<file path="src/rtl/hash_uart_reporter.sv">
// hash_uart_reporter
//
// Buffers 128-bit hashes from the validator in a small FIFO. Each hash goes out
// on the uart_wrapper byte stream as one ASCII line: 32 lowercase hex digits,
// MSB nibble first, then CR LF.
//
// Optional build macro HASH_REPORT_SEQ_EN: each line is prefixed with an 8-bit
// frame sequence number as 2 hex digits and a space (37-byte frames). The
// number wraps from ff to 00.
//
// Ports:
//   clk          system clock
//   rst_n        asynchronous active-low reset
//   hash_i       hash value from the validator
//   hash_valid_i single-cycle strobe qualifying hash_i; it has no back-pressure
//   tx_data      registered ASCII byte to the UART
//   tx_valid     registered byte-valid flag
//   tx_ready     UART accepts the byte this cycle
//   fifo_level   current FIFO occupancy
//   drop_cnt     saturating count of hashes lost because the FIFO was full
module hash_uart_reporter #(
    parameter int unsigned DEPTH  = 4,
    parameter int unsigned DROP_W = 16
) (
    input  logic                       clk,
    input  logic                       rst_n,
    input  logic [127:0]               hash_i,
    input  logic                       hash_valid_i,
    output logic [7:0]                 tx_data,
    output logic                       tx_valid,
    input  logic                       tx_ready,
    output logic [$clog2(DEPTH):0]     fifo_level,
    output logic [DROP_W-1:0]          drop_cnt
);

    localparam int unsigned AW = $clog2(DEPTH);
    localparam logic [AW:0] FULL_LVL = (AW+1)'(DEPTH);

`ifdef HASH_REPORT_SEQ_EN
    typedef enum logic [2:0] {
        StIdle, StLoad, StSeqHi, StSeqLo, StSp, StHex, StCr, StLf
    } state_e;
`else
    typedef enum logic [2:0] {
        StIdle, StLoad, StHex, StCr, StLf
    } state_e;
`endif

    // FIFO
    logic [127:0]  mem_q [DEPTH];
    logic [AW-1:0] wr_ptr_q;
    logic [AW-1:0] rd_ptr_q;
    logic [AW:0]   level_q;
    logic [DROP_W-1:0] drop_q;
    logic          full;
    logic          empty;
    logic          push;
    logic          pop;
    logic [127:0]  head;

    // Frame serializer
    state_e        state_q;
    logic [127:0]  sh_q;
    logic [4:0]    nib_cnt_q;
    logic [7:0]    tx_data_q;
    logic          tx_valid_q;
`ifdef HASH_REPORT_SEQ_EN
    logic [7:0]    seq_q;
`endif

    function automatic logic [7:0] hex_ascii(input logic [3:0] n);
        return (n < 4'd10) ? (8'h30 + {4'h0, n}) : (8'h57 + {4'h0, n});
    endfunction

    assign full  = (level_q == FULL_LVL);
    assign empty = (level_q == '0);
    // Full is judged on pre-pop occupancy, so a push in the LOAD cycle of a
    // full FIFO is still dropped.
    assign push  = hash_valid_i && !full;
    assign pop   = (state_q == StLoad) && !empty;
    assign head  = mem_q[rd_ptr_q];

    always_ff @(posedge clk) begin
        if (push) begin
            mem_q[wr_ptr_q] <= hash_i;
        end
    end

    always_ff @(posedge clk or negedge rst_n) begin
        if (!rst_n) begin
            wr_ptr_q <= '0;
            rd_ptr_q <= '0;
            level_q  <= '0;
            drop_q   <= '0;
        end else begin
            if (push) wr_ptr_q <= wr_ptr_q + 1'b1;
            if (pop)  rd_ptr_q <= rd_ptr_q + 1'b1;
            if (push && !pop) begin
                level_q <= level_q + 1'b1;
            end else if (!push && pop) begin
                level_q <= level_q - 1'b1;
            end
            if (hash_valid_i && full && (drop_q != '1)) begin
                drop_q <= drop_q + 1'b1;
            end
        end
    end

    // tx_data is loaded one state ahead so the byte is already registered
    // when tx_valid rises.
    always_ff @(posedge clk or negedge rst_n) begin
        if (!rst_n) begin
            state_q    <= StIdle;
            sh_q       <= '0;
            nib_cnt_q  <= '0;
            tx_data_q  <= 8'h00;
            tx_valid_q <= 1'b0;
`ifdef HASH_REPORT_SEQ_EN
            seq_q      <= 8'h00;
`endif
        end else begin
            unique case (state_q)
                StIdle: begin
                    tx_valid_q <= 1'b0;
                    if (!empty) state_q <= StLoad;
                end
                StLoad: begin
                    sh_q       <= head;
                    nib_cnt_q  <= '0;
                    tx_valid_q <= 1'b1;
`ifdef HASH_REPORT_SEQ_EN
                    tx_data_q  <= hex_ascii(seq_q[7:4]);
                    state_q    <= StSeqHi;
`else
                    tx_data_q  <= hex_ascii(head[127:124]);
                    state_q    <= StHex;
`endif
                end
`ifdef HASH_REPORT_SEQ_EN
                StSeqHi: begin
                    if (tx_ready) begin
                        tx_data_q <= hex_ascii(seq_q[3:0]);
                        state_q   <= StSeqLo;
                    end
                end
                StSeqLo: begin
                    if (tx_ready) begin
                        tx_data_q <= 8'h20;
                        state_q   <= StSp;
                    end
                end
                StSp: begin
                    if (tx_ready) begin
                        tx_data_q <= hex_ascii(sh_q[127:124]);
                        state_q   <= StHex;
                    end
                end
`endif
                StHex: begin
                    if (tx_ready) begin
                        sh_q      <= {sh_q[123:0], 4'h0};
                        nib_cnt_q <= nib_cnt_q + 1'b1;
                        if (nib_cnt_q == 5'd31) begin
                            tx_data_q <= 8'h0D;
                            state_q   <= StCr;
                        end else begin
                            tx_data_q <= hex_ascii(sh_q[123:120]);
                        end
                    end
                end
                StCr: begin
                    if (tx_ready) begin
                        tx_data_q <= 8'h0A;
                        state_q   <= StLf;
                    end
                end
                StLf: begin
                    if (tx_ready) begin
                        tx_valid_q <= 1'b0;
                        state_q    <= empty ? StIdle : StLoad;
`ifdef HASH_REPORT_SEQ_EN
                        seq_q      <= seq_q + 8'h01;
`endif
                    end
                end
                default: begin
                    tx_valid_q <= 1'b0;
                    state_q    <= StIdle;
                end
            endcase
        end
    end

    assign tx_data    = tx_data_q;
    assign tx_valid   = tx_valid_q;
    assign fifo_level = level_q;
    assign drop_cnt   = drop_q;

endmodule

</file>
<file path="config.mk">
export PLATFORM = sky130hd
export DESIGN_NAME = hash_uart_reporter
export DESIGN_NICKNAME = d
export VERILOG_FILES = /design/src/rtl/hash_uart_reporter.sv
export SDC_FILE = /design/constraint.sdc
export NUM_CORES = 1
export LEC_CHECK = 0
export ABC_AREA = 1
export CAP_MARGIN = 20
export CORE_UTILIZATION = 55
export DETAILED_ROUTE_END_ITERATION = 8
export PLACE_DENSITY = 0.75
export SYNTH_ARGS = -nofsm -noshare
export SYNTH_HDL_FRONTEND = slang
export SYNTH_SLANG_ARGS = --single-unit
</file>
<file path="constraint.sdc">
create_clock -name clk -period 8.9 [get_ports clk]
set_clock_uncertainty 0.1 [all_clocks]
set_input_delay 1.78 -clock clk [delete_from_list [all_inputs] [get_ports clk]]
set_output_delay 1.78 -clock clk [all_outputs]
set_load 0.02 [all_outputs]
</file>
# Word level (Yosys, flattened, before mapping)
# Memories as Yosys holds them, arrays and structs flattened.
# Cells that the tools add are included.
[totals]
regBits = 164
latchBits = 0
ram_bits = 512
rom_bits = 0
inputBits = 132
out_inout_bits = 28
wordCells = 78
n_memories = 1
[mem_list]
columns = ["name", "words", "width", "read_ports", "rd_ports_with_merged_regs", "write_ports", "line_no", "rtl"]
rows = [
  ["mem_q", 4, 128, 1, 0, 1, "50", "logic [127:0] mem_q [DEPTH];"],
]
[classes]
add_sub_neg = 10
n_mul = 0
div = 0
n_lt_le_gt_ge = 2
eq_ne = 12
shifts = 0
n_mux = 23
bitwise = 1
reduce_logical = 20
[ops]
columns = ["operator", "count"]
rows = [
  ["124-bit one-hot mux with 2 select lines", 1],
  ["124-bit two-way mux", 1],
  ["8-bit two-way mux", 5],
  ["8-bit one-hot mux with 3 select lines", 1],
  ["3-bit two-way mux", 7],
  ["16-bit by 1-bit adder with 16-bit output (second input constant)", 1],
  ["7-bit by 4-bit adder with 8-bit output (first input constant)", 2],
  ["16-bit inequality test (second input constant)", 1],
  ["3-bit one-hot mux with 5 select lines", 1],
  ["6-bit by 4-bit adder with 7-bit output (first input constant)", 2],
  ["2-bit inequality test (second input constant)", 5],
  ["5-bit one-hot mux with 2 select lines", 1],
  ["4-bit less-than comparator (second input constant)", 2],
  ["3-bit by 2-bit == test with 1-bit output (second input constant)", 2],
  ["3-bit == test (second input constant)", 2],
  ["1-bit logical AND", 6],
  ["3-bit zero test", 2],
  ["5-bit by 1-bit adder with 5-bit output (second input constant)", 1],
  ["5-bit == test (second input constant)", 1],
  ["5-bit two-way mux", 1],
  ["5-bit AND reduction", 1],
  ["2-bit by 1-bit adder with 2-bit output (second input constant)", 2],
  ["1-bit zero test", 4],
  ["1-bit two-way mux", 4],
  ["10 further kinds", 12],
]

# Longest topological paths before layout
# Gate-level depths: netlist of the first run.
[depth]
depth_word = 7
depth_mapped = 13
mapped_depth_nobuf = 12

# Worst setup path after synthesis of the first run
# No wires, ideal clock.
[synth_path]
kind = "input port to flip-flop"
start = "input port hash_valid_i"
end = "memory mem_q[0][0], enable pin"
setup_ps = 617
t_arrival_ps = 7239
required_ps = 8183
path_slack_ps = 944
stages = 2
n_path_buf = 0
path_cell_list = "nand2_1 > nor2_1"
[synth_via]
elab_chain_cells = 3
[synth_lines]
columns = ["element", "line_no", "rtl"]
rows = [
  ["start, declared", "28", "input logic hash_valid_i,"],
  ["1-bit logical AND", "79", "assign push = hash_valid_i && !full;"],
  ["1-bit two-way mux", "84", "if (push) begin"],
  ["1-bit two-way mux (not written as such)", "85", "mem_q[wr_ptr_q] <= hash_i;"],
  ["end, declared", "50", ""],
]
# No other way between the ends.

# Worst setup path in the final report of the first run
[layout_path]
start = "input port hash_valid_i"
end = "memory mem_q[3][63], enable pin"
# Same word-level chain as after synthesis.

==> results of run 1 <==
==> sequential cells by signal, summed over array words and instances (netlist names) <==
register    count
state_q         3
rd_ptr_q        2
tx_data         7
tx_valid        1
mem_q         512
fifo_level      3
wr_ptr_q        2
sh_q          124
nib_cnt_q       5
drop_cnt       16
==> cells by family after synthesis <==
group / Yosys count / synth area share
buffers and inverters: 192 / 0.0316
other: 1 / 0.000139
AO/OA/AOI/OAI: 529 / 0.122
AND/OR/NAND/NOR: 786 / 0.114
adder cells (fa/ha/maj): 11 / 0.00538
XOR/XNOR: 16 / 0.00520
flip-flops: 675 / 0.722
==> final cells by class <==
cell class | count | area, sq um | share of cell area
inverters | 53 | 209 | 0.00673
repair buffers | 178 | 1750 | 0.0563
clock inverters | 21 | 195 | 0.00629
multi-input cells | 1343 | 6700 | 0.216
well taps | 615 | 769 | 0.0248
diodes | 1 | 2.50 | 0.0000807
flip-flops and latches | 675 | 19500 | 0.627
clock buffers | 99 | 1950 | 0.0628
==> final timing paths <==
path | endpoint
min | nib_cnt_q[2]
min in group asynchronous | fifo_level[1]
max | mem_q[3][63]
max reg2reg | sh_q[107]
max in group asynchronous | sh_q[12]
min reg2reg | nib_cnt_q[2]
==> power groups by stage <==
stage / clock, mW / combinational, mW / sequential (mW)
floorplan: 0 / 2.49 / 4.73
global placement: 0 / 3.27 / 4.73
detailed placement: 0 / 3.41 / 4.75
CTS: 2.80 / 3.45 / 4.70
global route: 2.93 / 3.86 / 4.78
finish: 2.76 / 3.42 / 4.71
==> cell usage after synthesis (2+ instances only) <==
library cell | instances | area, sq um
buf_4 | 7 | 52.6
buf_1 | 3 | 11.3
inv_1 | 46 | 173
nand2_2 | 6 | 37.5
xor2_1 | 15 | 131
dfrtp_1 | 163 | 4080
o211ai_1 | 240 | 1800
or2_2 | 2 | 12.5
a2bb2oi_1 | 3 | 26.3
o21ai_0 | 263 | 1320
edfxtp_1 | 512 | 15400
nor2_1 | 390 | 1460
buf_6 | 5 | 56.3
ha_1 | 10 | 125
nand2_1 | 334 | 1250
clkbuf_1 | 70 | 263
nand4_1 | 4 | 25.0
buf_2 | 54 | 270
nand3_1 | 34 | 170
a21oi_1 | 15 | 75.1
a32o_1 | 4 | 40.0
inv_2 | 6 | 22.5
nor3_1 | 9 | 45.0
==> stage by stage <==
stage | std cells | hold WS (ns) | util
final | 2985 | 0.369 | 0.646
after global routing | 2985 | 0.385 | 0.646
after CTS | 2983 | 0.368 | 0.645
after detailed placement | 2863 | 0.360 | 0.601
after global placement | 2863 | 0.347 | 0.601
after floorplan | 2210 | 0.333 | -
==> per-layer routing <==
| layer | part of all wire | vias up |
|---|---|---|
| met3 | 0.062 | 118 |
| met1 | 0.42 | 8675 |
| li1 | - | 8108 |
| met5 | 0 | - |
| met2 | 0.48 | 600 |
| met4 | 0.033 | 0 |
==> out/qor.csv, run 1 <==
stage;metric;value;unit
yosys;synth_flop_cell;edfxtp_1;
layout;syn_to_final_growth;15.1;%
pwr;swShare;0.357;
yosys;synthArstFlopShare;0.241;
layout;layout-drive-gt1-share;0.0604;
yosys;synth_edf_count;512;
cts;clkTransAtPathRegs;0.06;ns
setup_path;cp_data_arrival_time;4.21;ns
timing;slew_violations;0;
routing;wl;59000;microns
timing;hold_violations;0;
yosys;ys_ff_latch;675;
yosys;syn_inst;2210;
worst_hold_path;hold-path-cell-count;1;
placement;io_buffers;158;
floorplan;die_area;49900;sq um
yosys;synth_warnings;0;
cts;cts_buffers;68;
grt;grt_busiest_layer;met2;
timing;min_period;4.11;ns
setup_path;criticalPathCategory;primary input to flop;
routing;drt-initial-drc-count;1599;
cts;h-tree-depth;3;
timing;fmax;243;MHz
layout;mostFrequentLayoutCell;edfxtp_1;
cts;cts_resized;0;
grt;grt_util_all_layers;0.242;
routing;dr.pass1.iters;5;
floorplan;num_rows;80;
grt;grt_max_degree;158;
cts;cts.path.max_buffers;3;
cts;cts_tree;built;
floorplan;die_height;223;microns
grt;grt_pass1_wl;94100;microns
cts;cts.sinks;675;
layout;nFillCells;3421;
routing;vias;17500;
pwr;p_int;7.00;mW
pwr;clock_power_share;0.253;
placement;dp_hpwl;32300;microns
pwr;p_per_area;351;nW/um^2
placement;place_ws;4.18;ns
floorplan;ios;160;
timing;relSlewSlack;0.270;
setup_path;critPathTopFamily;buffers and inverters;
setup_path;reg2reg_depth;6;
timing;tns;0;ns
routing;drt-wirelength-per-cell;19.8;microns
pwr;power_frac_seq;0.433;
setup_path;critPathLaunch;hash_valid_i;
setup_path;startpoint_type;primary input;
setup_path;worstReg2RegStart;rd_ptr_q[0];
grt;antenna_found_initial;1;
grt;grt_pass1_vias;17500;
setup_path;crit_path_cell_trace;clkdlybuf4s50_1, nand2_1, nor2_4, buf_4;
cts;postCtsSetupRepairBufs;0;
pwr;power_frac_comb;0.314;
worst_hold_path;worstHoldPathType;flop to flop;
placement;place_congestion;0.863;
setup_path;cp_max_fo;62;
pwr;cellLeakagePower;11.3;nW
timing;worstMarginPinSlew;1.10;ns
pwr;power.total;10.9;mW
routing;ant_nets;0;
flow_run;max-cap-violations;0;
grt;grt_overflow;0;
layout;fin_area;31000;sq um
worst_hold_path;min_from;nib_cnt_q[2];
floorplan;core;48000;sq um
routing;drc_errors;0;
grt;met1_usage;0.334;
layout;final_cell_mix;edfxtp_1, nor2_1, nand2_1;
yosys;yosysUniqueCellTypes;38;
timing;fin_crit_sh;0.462;
layout;finalNetCount;2462;
timing;rsz0062_at_grt;false;
setup_path;critPathSlowestCell;buf_4;
yosys;synth_area;27000;sq um
cts;cts-hold-fix-buffers;0;
floorplan;start_util;0.561;
timing;setup_viol;0;
yosys;syn_area_per_cell;12.2;sq um
routing;vias_per_cell;5.86;
yosys;syn_nets;2353;
grt;use_met2;0.394;
pwr;p_switching;3.88;mW
setup_path;r2r_setup_slack;5.38;ns
pwr;vdd_ir_drop_max;324;uV
floorplan;fp.dieW;223;microns
setup_path;cp_slowest_stage_delay;0.87;ns
cts;insertion_delay;0.59;ns
grt;grt_util_met3;0.0378;
setup_path;critPathBufInv;2;
setup_path;crit_path_end_kind;flop;
setup_path;path_depth;4;
cts;cts-root-buf;clkbuf_16;
placement;placed_cell_area;28900;sq um
setup_path;crit_required;9.00;ns
yosys;ys_seq_area_frac;0.722;
status;status;finished clean;
timing;timing.final.ws_setup;4.79;ns
No activity file was read; power rests on OpenSTA's default activity.
==> run 2, diff against run 1 <==
CORE_UTILIZATION = 54   (was 55)
PLACE_DENSITY = 0.76   (was 0.75)
clock period = 3.55 ns   (was 8.9 ns; I/O delays follow)
==> run 2 against run 1 <==
Compared with the run above:
- power rose to 2.6 times the previous value
- sequential power increased by 150%
- die area is 1.8% higher
- worst hold slack worse by 0.31 ns
- non-clock buffer count grew 5
- largest power group unchanged
==> out/qor.csv, run 2 (synthesis gave the netlist of run 1 again) <==
stage;metric;value;unit;change
pwr;power.total;27.8;mW;+160%
cts;cts-hold-fix-buffers;0;;unchanged
cts;cts_buffers;68;;unchanged
timing;slew_violations;0;;unchanged
setup_path;r2r_setup_slack;0.94;ns;-4.44 ns
grt;grt_pass1_wl;91200;microns;-3.1%
setup_path;timing.rr.end;sh_q[45];;
status;status;finished clean;;
layout;multi_input_area;6700;sq um;unchanged
grt;grt_util_all_layers;0.233;;-0.00958
routing;wl;58300;microns;-1.2%
timing;setup_viol;0;;unchanged
timing;fin_crit_sh;0.735;;
timing;hold_violations;0;;unchanged
routing;ant_nets;0;;unchanged
routing;vias_per_cell;5.72;;-2.4%
setup_path;cp_max_fo;186;;+200%
floorplan;num_rows;81;;+1.3%
placement;io_buffers;158;;unchanged
layout;largest_reg_flops;512;;unchanged
grt;grt_overflow;0;;unchanged
layout;mostFrequentLayoutCell;edfxtp_1;;
placement;place_congestion;0.832;;-3.7%
cts;cts_tree;built;;
layout;final_cell_mix;edfxtp_1, nor2_1, nand2_1;;
cts;cts-root-buf;clkbuf_16;;
setup_path;criticalPathCategory;flop to flop;;
layout;layout-drive-gt1-share;0.0627;;+0.00229
pwr;p_per_area;882;nW/um^2;+150%
floorplan;fp.dieW;225;microns;+0.91%
cts;cts_resized;0;;unchanged
setup_path;crit_path_end_kind;flop;;
cts;clkTransAtPathRegs;0.06;ns;about the same
timing;min_period;2.61;ns;
setup_path;crit_required;3.90;ns;-5.10 ns
setup_path;worstReg2RegStart;state_q[1];;
grt;antenna_found_initial;5;;+4
floorplan;start_util;0.549;;-0.0115
flow_run;max-cap-violations;0;;unchanged
timing;whs;0.0573;ns;-0.312 ns
worst_hold_path;worstHoldPathType;primary input to asynchronous set/reset pin;;
timing;fmax;383;MHz;
placement;dp_hpwl;32000;microns;-0.84%
setup_path;cp_data_arrival_time;2.96;ns;-1.25 ns
layout;nFillCells;3551;;+3.8%
pwr;cellLeakagePower;11.4;nW;+1.3%
routing;drc_errors;0;;unchanged
cts;cts.path.max_buffers;3;;unchanged
timing;rsz0062_at_grt;false;;
cts;h-tree-depth;3;;unchanged
routing;vias;17400;;-0.47%
floorplan;ios;160;;unchanged
grt;grt_pass1_vias;17200;;-1.6%
floorplan;die_area;50800;sq um;+1.8%
cts;insertion_delay;0.60;ns;about the same
routing;dr.pass1.iters;5;;unchanged
routing;drt-initial-drc-count;1547;;-3.3%
cts;cts.sinks;675;;unchanged
setup_path;reg2reg_depth;7;;+1
grt;grt_max_degree;187;;+18%
layout;syn_to_final_growth;16.7;%;
layout;finalNetCount;2467;;+0.20%
timing;worstMarginPinSlew;1.08;ns;-0.0146 ns
layout;seqCellArea;19500;sq um;unchanged
timing;relSlewSlack;0.279;;+0.00976
setup_path;startpoint_type;flop;;
cts;postCtsSetupRepairBufs;0;;unchanged
floorplan;core;49100;sq um;+2.1%
pwr;vdd_ir_drop_max;598;uV;+84%
layout;largest_register;mem_q;;
floorplan;die_height;225;microns;+0.91%
routing;drt-wirelength-per-cell;19.2;microns;-3.1%
run 2: cell count changes in the layout (fill, tap and decap cells not counted), sizes merged:
cell	change
buf	+6
bufinv	+3
clkbuf	-7
clkinv	+4
clkinvlp	-1
inv	+4
run 2: worst max-delay path, cell delays in order (launching register included):
cell and delay, ns:
dfrtp_1 0.44, inv_2 0.11, nor2_4 0.06, nand2_8 0.31
buf_12 0.55, o211ai_1 0.28, o211ai_1 0.17, nand2_1 0.10
run 2: cell type report:
type                    count  share of cell area
clock buffers              93              0.0607
well taps                 664              0.0264
clock inverters            31              0.0107
flip-flops and latches    675               0.618
multi-input cells        1343               0.213
inverters                  53             0.00664
diodes                      1           0.0000795
repair buffers            183              0.0642
run 2: stage by stage:
step,area [sq um],util,TNS [ns],instances,setup slack [ns]
4_1_cts,31500,0.641,0,3042,0.981
3_3_place_gp,29200,0.596,0,2918,0.852
6_report,31500,0.641,0,3043,0.942
2_1_floorplan,27000,-,-624.34,2210,-1.22
5_1_grt,31500,0.641,0,3042,0.775
3_5_place_dp,29200,0.596,0,2918,0.780
run 2: per-layer routing:
| layer | track usage | wire (microns) | up-vias |
|---|---|---|---|
| met5 | 0 | 42 | - |
| met4 | 0.0900 | 1510 | 8 |
| met3 | 0.0421 | 3340 | 102 |
| met2 | 0.389 | 29100 | 528 |
| met1 | 0.304 | 24400 | 8643 |
| li1 | - | - | 8138 |
run 2: worst max-delay path by stage:
stage | startpoint | end | slack [ns] | cells after the start
after CTS | drop_cnt[13] | drop_cnt[13] | 0.98 | 1
after global placement | tx_ready | sh_q[55] | 0.85 | 7
after floorplan | hash_valid_i | mem_q[0][0] | -1.22 | 2
final | state_q[1] | sh_q[45] | 0.94 | 7
after global routing | rd_ptr_q[0] | tx_data[1] | 0.78 | 8
after detailed placement | tx_ready | sh_q[104] | 0.78 | 7
run 2: where the power goes:
group          internal [mW]  total, mW  switching [mW]
registers               10.8       11.7           0.978
logic                   2.97       8.87            5.90
clock network           4.23       7.16            2.92
total                   18.0       27.8            9.80
==> run 3, diff against run 2 <==
CORE_UTILIZATION = 55   (was 54)
PLACE_DENSITY = 0.75   (was 0.76)
clock period = 2.58 ns   (was 3.55 ns; I/O delays follow)
==> run 3 against run 2 <==
Compared with the run above:
- routed wire length grew 1.6%
- sequential power rose by 38%
- worst hold slack better by 0.22 ns
- clock power up 31%
- critical endpoint is now drop_cnt[9]
==> out/qor.csv, run 3 (synthesis gave the netlist of run 1 again) <==
stage;metric;value;unit;change
grt;grt_pass1_vias;17500;;+1.3%
timing;timing.final.ws_setup;0.256;ns;-0.686 ns
routing;vias;17500;;+0.38%
timing;rsz0062_at_grt;false;;
timing;fmax;430;MHz;
grt;grt_max_degree;136;;-27%
grt;grt_pass1_wl;94200;microns;+3.4%
floorplan;die_area;49900;sq um;-1.8%
layout;final_cell_mix;edfxtp_1, nor2_1, nand2_1;;
cts;cts_buffers;68;;unchanged
cts;insertion_delay;0.61;ns;about the same
setup_path;cp_max_fo;5;;-97%
floorplan;start_util;0.561;;+0.0115
status;status;finished clean;;
cts;clkTransAtPathRegs;0.06;ns;about the same
cts;postCtsSetupRepairBufs;0;;unchanged
setup_path;crit_path_end_kind;output pin;;
pwr;cellLeakagePower;11.6;nW;+1.6%
cts;cts_tree;built;;
pwr;p_per_area;1210;nW/um^2;+37%
placement;place_ws;0.144;ns;-0.635 ns
routing;wl;59200;microns;+1.6%
routing;drt-wirelength-per-cell;19.6;microns;+2.0%
routing;vias_per_cell;5.77;;+0.81%
cts;cts-root-buf;clkbuf_16;;
grt;antenna_found_initial;1;;-4
layout;syn_to_final_growth;17.9;%;
timing;whs;0.273;ns;+0.216 ns
floorplan;die_height;223;microns;-0.90%
routing;ant_nets;0;;unchanged
worst_hold_path;worstHoldPathType;primary input to asynchronous set/reset pin;;
grt;grt_overflow;0;;unchanged
setup_path;cp_data_arrival_time;1.71;ns;-1.25 ns
placement;io_buffers;158;;unchanged
layout;mostFrequentLayoutCell;edfxtp_1;;
timing;fin_crit_sh;0.901;;
setup_path;critPathTopFamily;buffers and inverters;;
layout;layout-drive-gt1-share;0.0762;;+0.0135
setup_path;startpoint_type;flop;;
cts;cts.sinks;675;;unchanged
timing;worstMarginPinSlew;0.719;ns;-0.362 ns
cts;cts.path.max_buffers;3;;unchanged
setup_path;criticalPathCategory;flop to output pin;;
pwr;vdd_ir_drop_max;599;uV;+0.23%
setup_path;critPathSlowestCell;clkdlybuf4s50_1;;
floorplan;num_rows;80;;-1.2%
timing;hold_violations;0;;unchanged
timing;setup_viol;0;;unchanged
flow_run;max-cap-violations;0;;unchanged
timing;min_period;2.32;ns;
setup_path;crit_path_cell_trace;clkdlybuf4s50_1;;
layout;finalNetCount;2504;;+1.5%
placement;dp_hpwl;35400;microns;+11%
setup_path;critPathBufInv;1;;-1
routing;drt-initial-drc-count;1345;;-13%
layout;largest_register;mem_q;;
placement;place_congestion;0.839;;+0.93%
routing;drc_errors;0;;unchanged
timing;relSlewSlack;0.521;;+0.241
floorplan;core;48000;sq um;-2.1%
setup_path;cp_slowest_stage_delay;0.65;ns;+0.10 ns
layout;largest_reg_flops;512;;unchanged
timing;slew_violations;0;;unchanged
layout;antenna_cells;0;;-1
routing;dr.pass1.iters;5;;unchanged
floorplan;fp.dieW;223;microns;-0.90%
cts;h-tree-depth;3;;unchanged
floorplan;ios;160;;unchanged
grt;grt_util_all_layers;0.243;;+0.00991
setup_path;crit_required;1.96;ns;-1.94 ns
[run 3: final cells by class]
class                           count  area, sq um
Tap cell                          615          769
Multi-Input combinational cell   1343         6710
Fill cell                        3426        16300
Sequential cell                   675        19500
Clock buffer                      102         1970
Clock inverter                     22          161
Inverter                           53          209
Timing Repair Buffer              220         2500
[run 3: path summary, 6_finish.rpt]
check	from	endpoint	slack [ns]	cells after the start
worst min-delay path	rst_n	sh_q[33]	0.27	2
max in group asynchronous	rst_n	rd_ptr_q[0]	1.42	3
worst max-delay path	drop_cnt[9]	drop_cnt[9]	0.26	1
worst max register to register	state_q[2]	sh_q[45]	0.45	8
worst min register to register	sh_q[96]	sh_q[96]	0.38	2
min in group clk	sh_q[96]	sh_q[96]	0.38	2
[run 3: worst register-to-register path, cell delays in order, from the launching register on]
cell and delay (ns):
dfrtp_1 0.46, nor3_4 0.26, buf_4 0.23, inv_2 0.09, nand2_1 0.14, nand2_4 0.25
buf_12 0.28, nand2_1 0.12, nand2_1 0.08
[run 3: what timing repair did]
item,in CTS,in global routing
gates resized for setup,0,0
hold buffers,1,0
hold endpoints to repair,27,0
endpoints found under the setup margin,0,0
[run 3: report_power, final]
| group | internal (mW) | switching (mW) |
|---|---|---|
| Clock | 5.48 | 3.93 |
| Combinational | 4.58 | 8.37 |
| Sequential | 14.8 | 1.26 |
[run 3: per-layer routing]
metal | vias to the layer above | wire length, microns | global-route usage
li1 | 8212 | - | -
met1 | 8675 | 25300 | 0.322
met2 | 492 | 29700 | 0.411
met3 | 104 | 2920 | 0.0425
met4 | 2 | 1390 | 0.0760
met5 | - | 13 | 0
[run 3: through the flow]
stage | std cells | util | total power, mW | cell area, sq um | TNS, ns
after floorplan | 2210 | - | 24.7 | 27000 | -278.56
after global placement | 2905 | 0.617 | 28.6 | 29600 | 0
after detailed placement | 2905 | 0.617 | 29.1 | 29600 | 0
after CTS | 3030 | 0.661 | 38.6 | 31800 | 0
after global routing | 3030 | 0.661 | 40.7 | 31800 | 0
final | 3030 | 0.661 | 38.4 | 31800 | 0
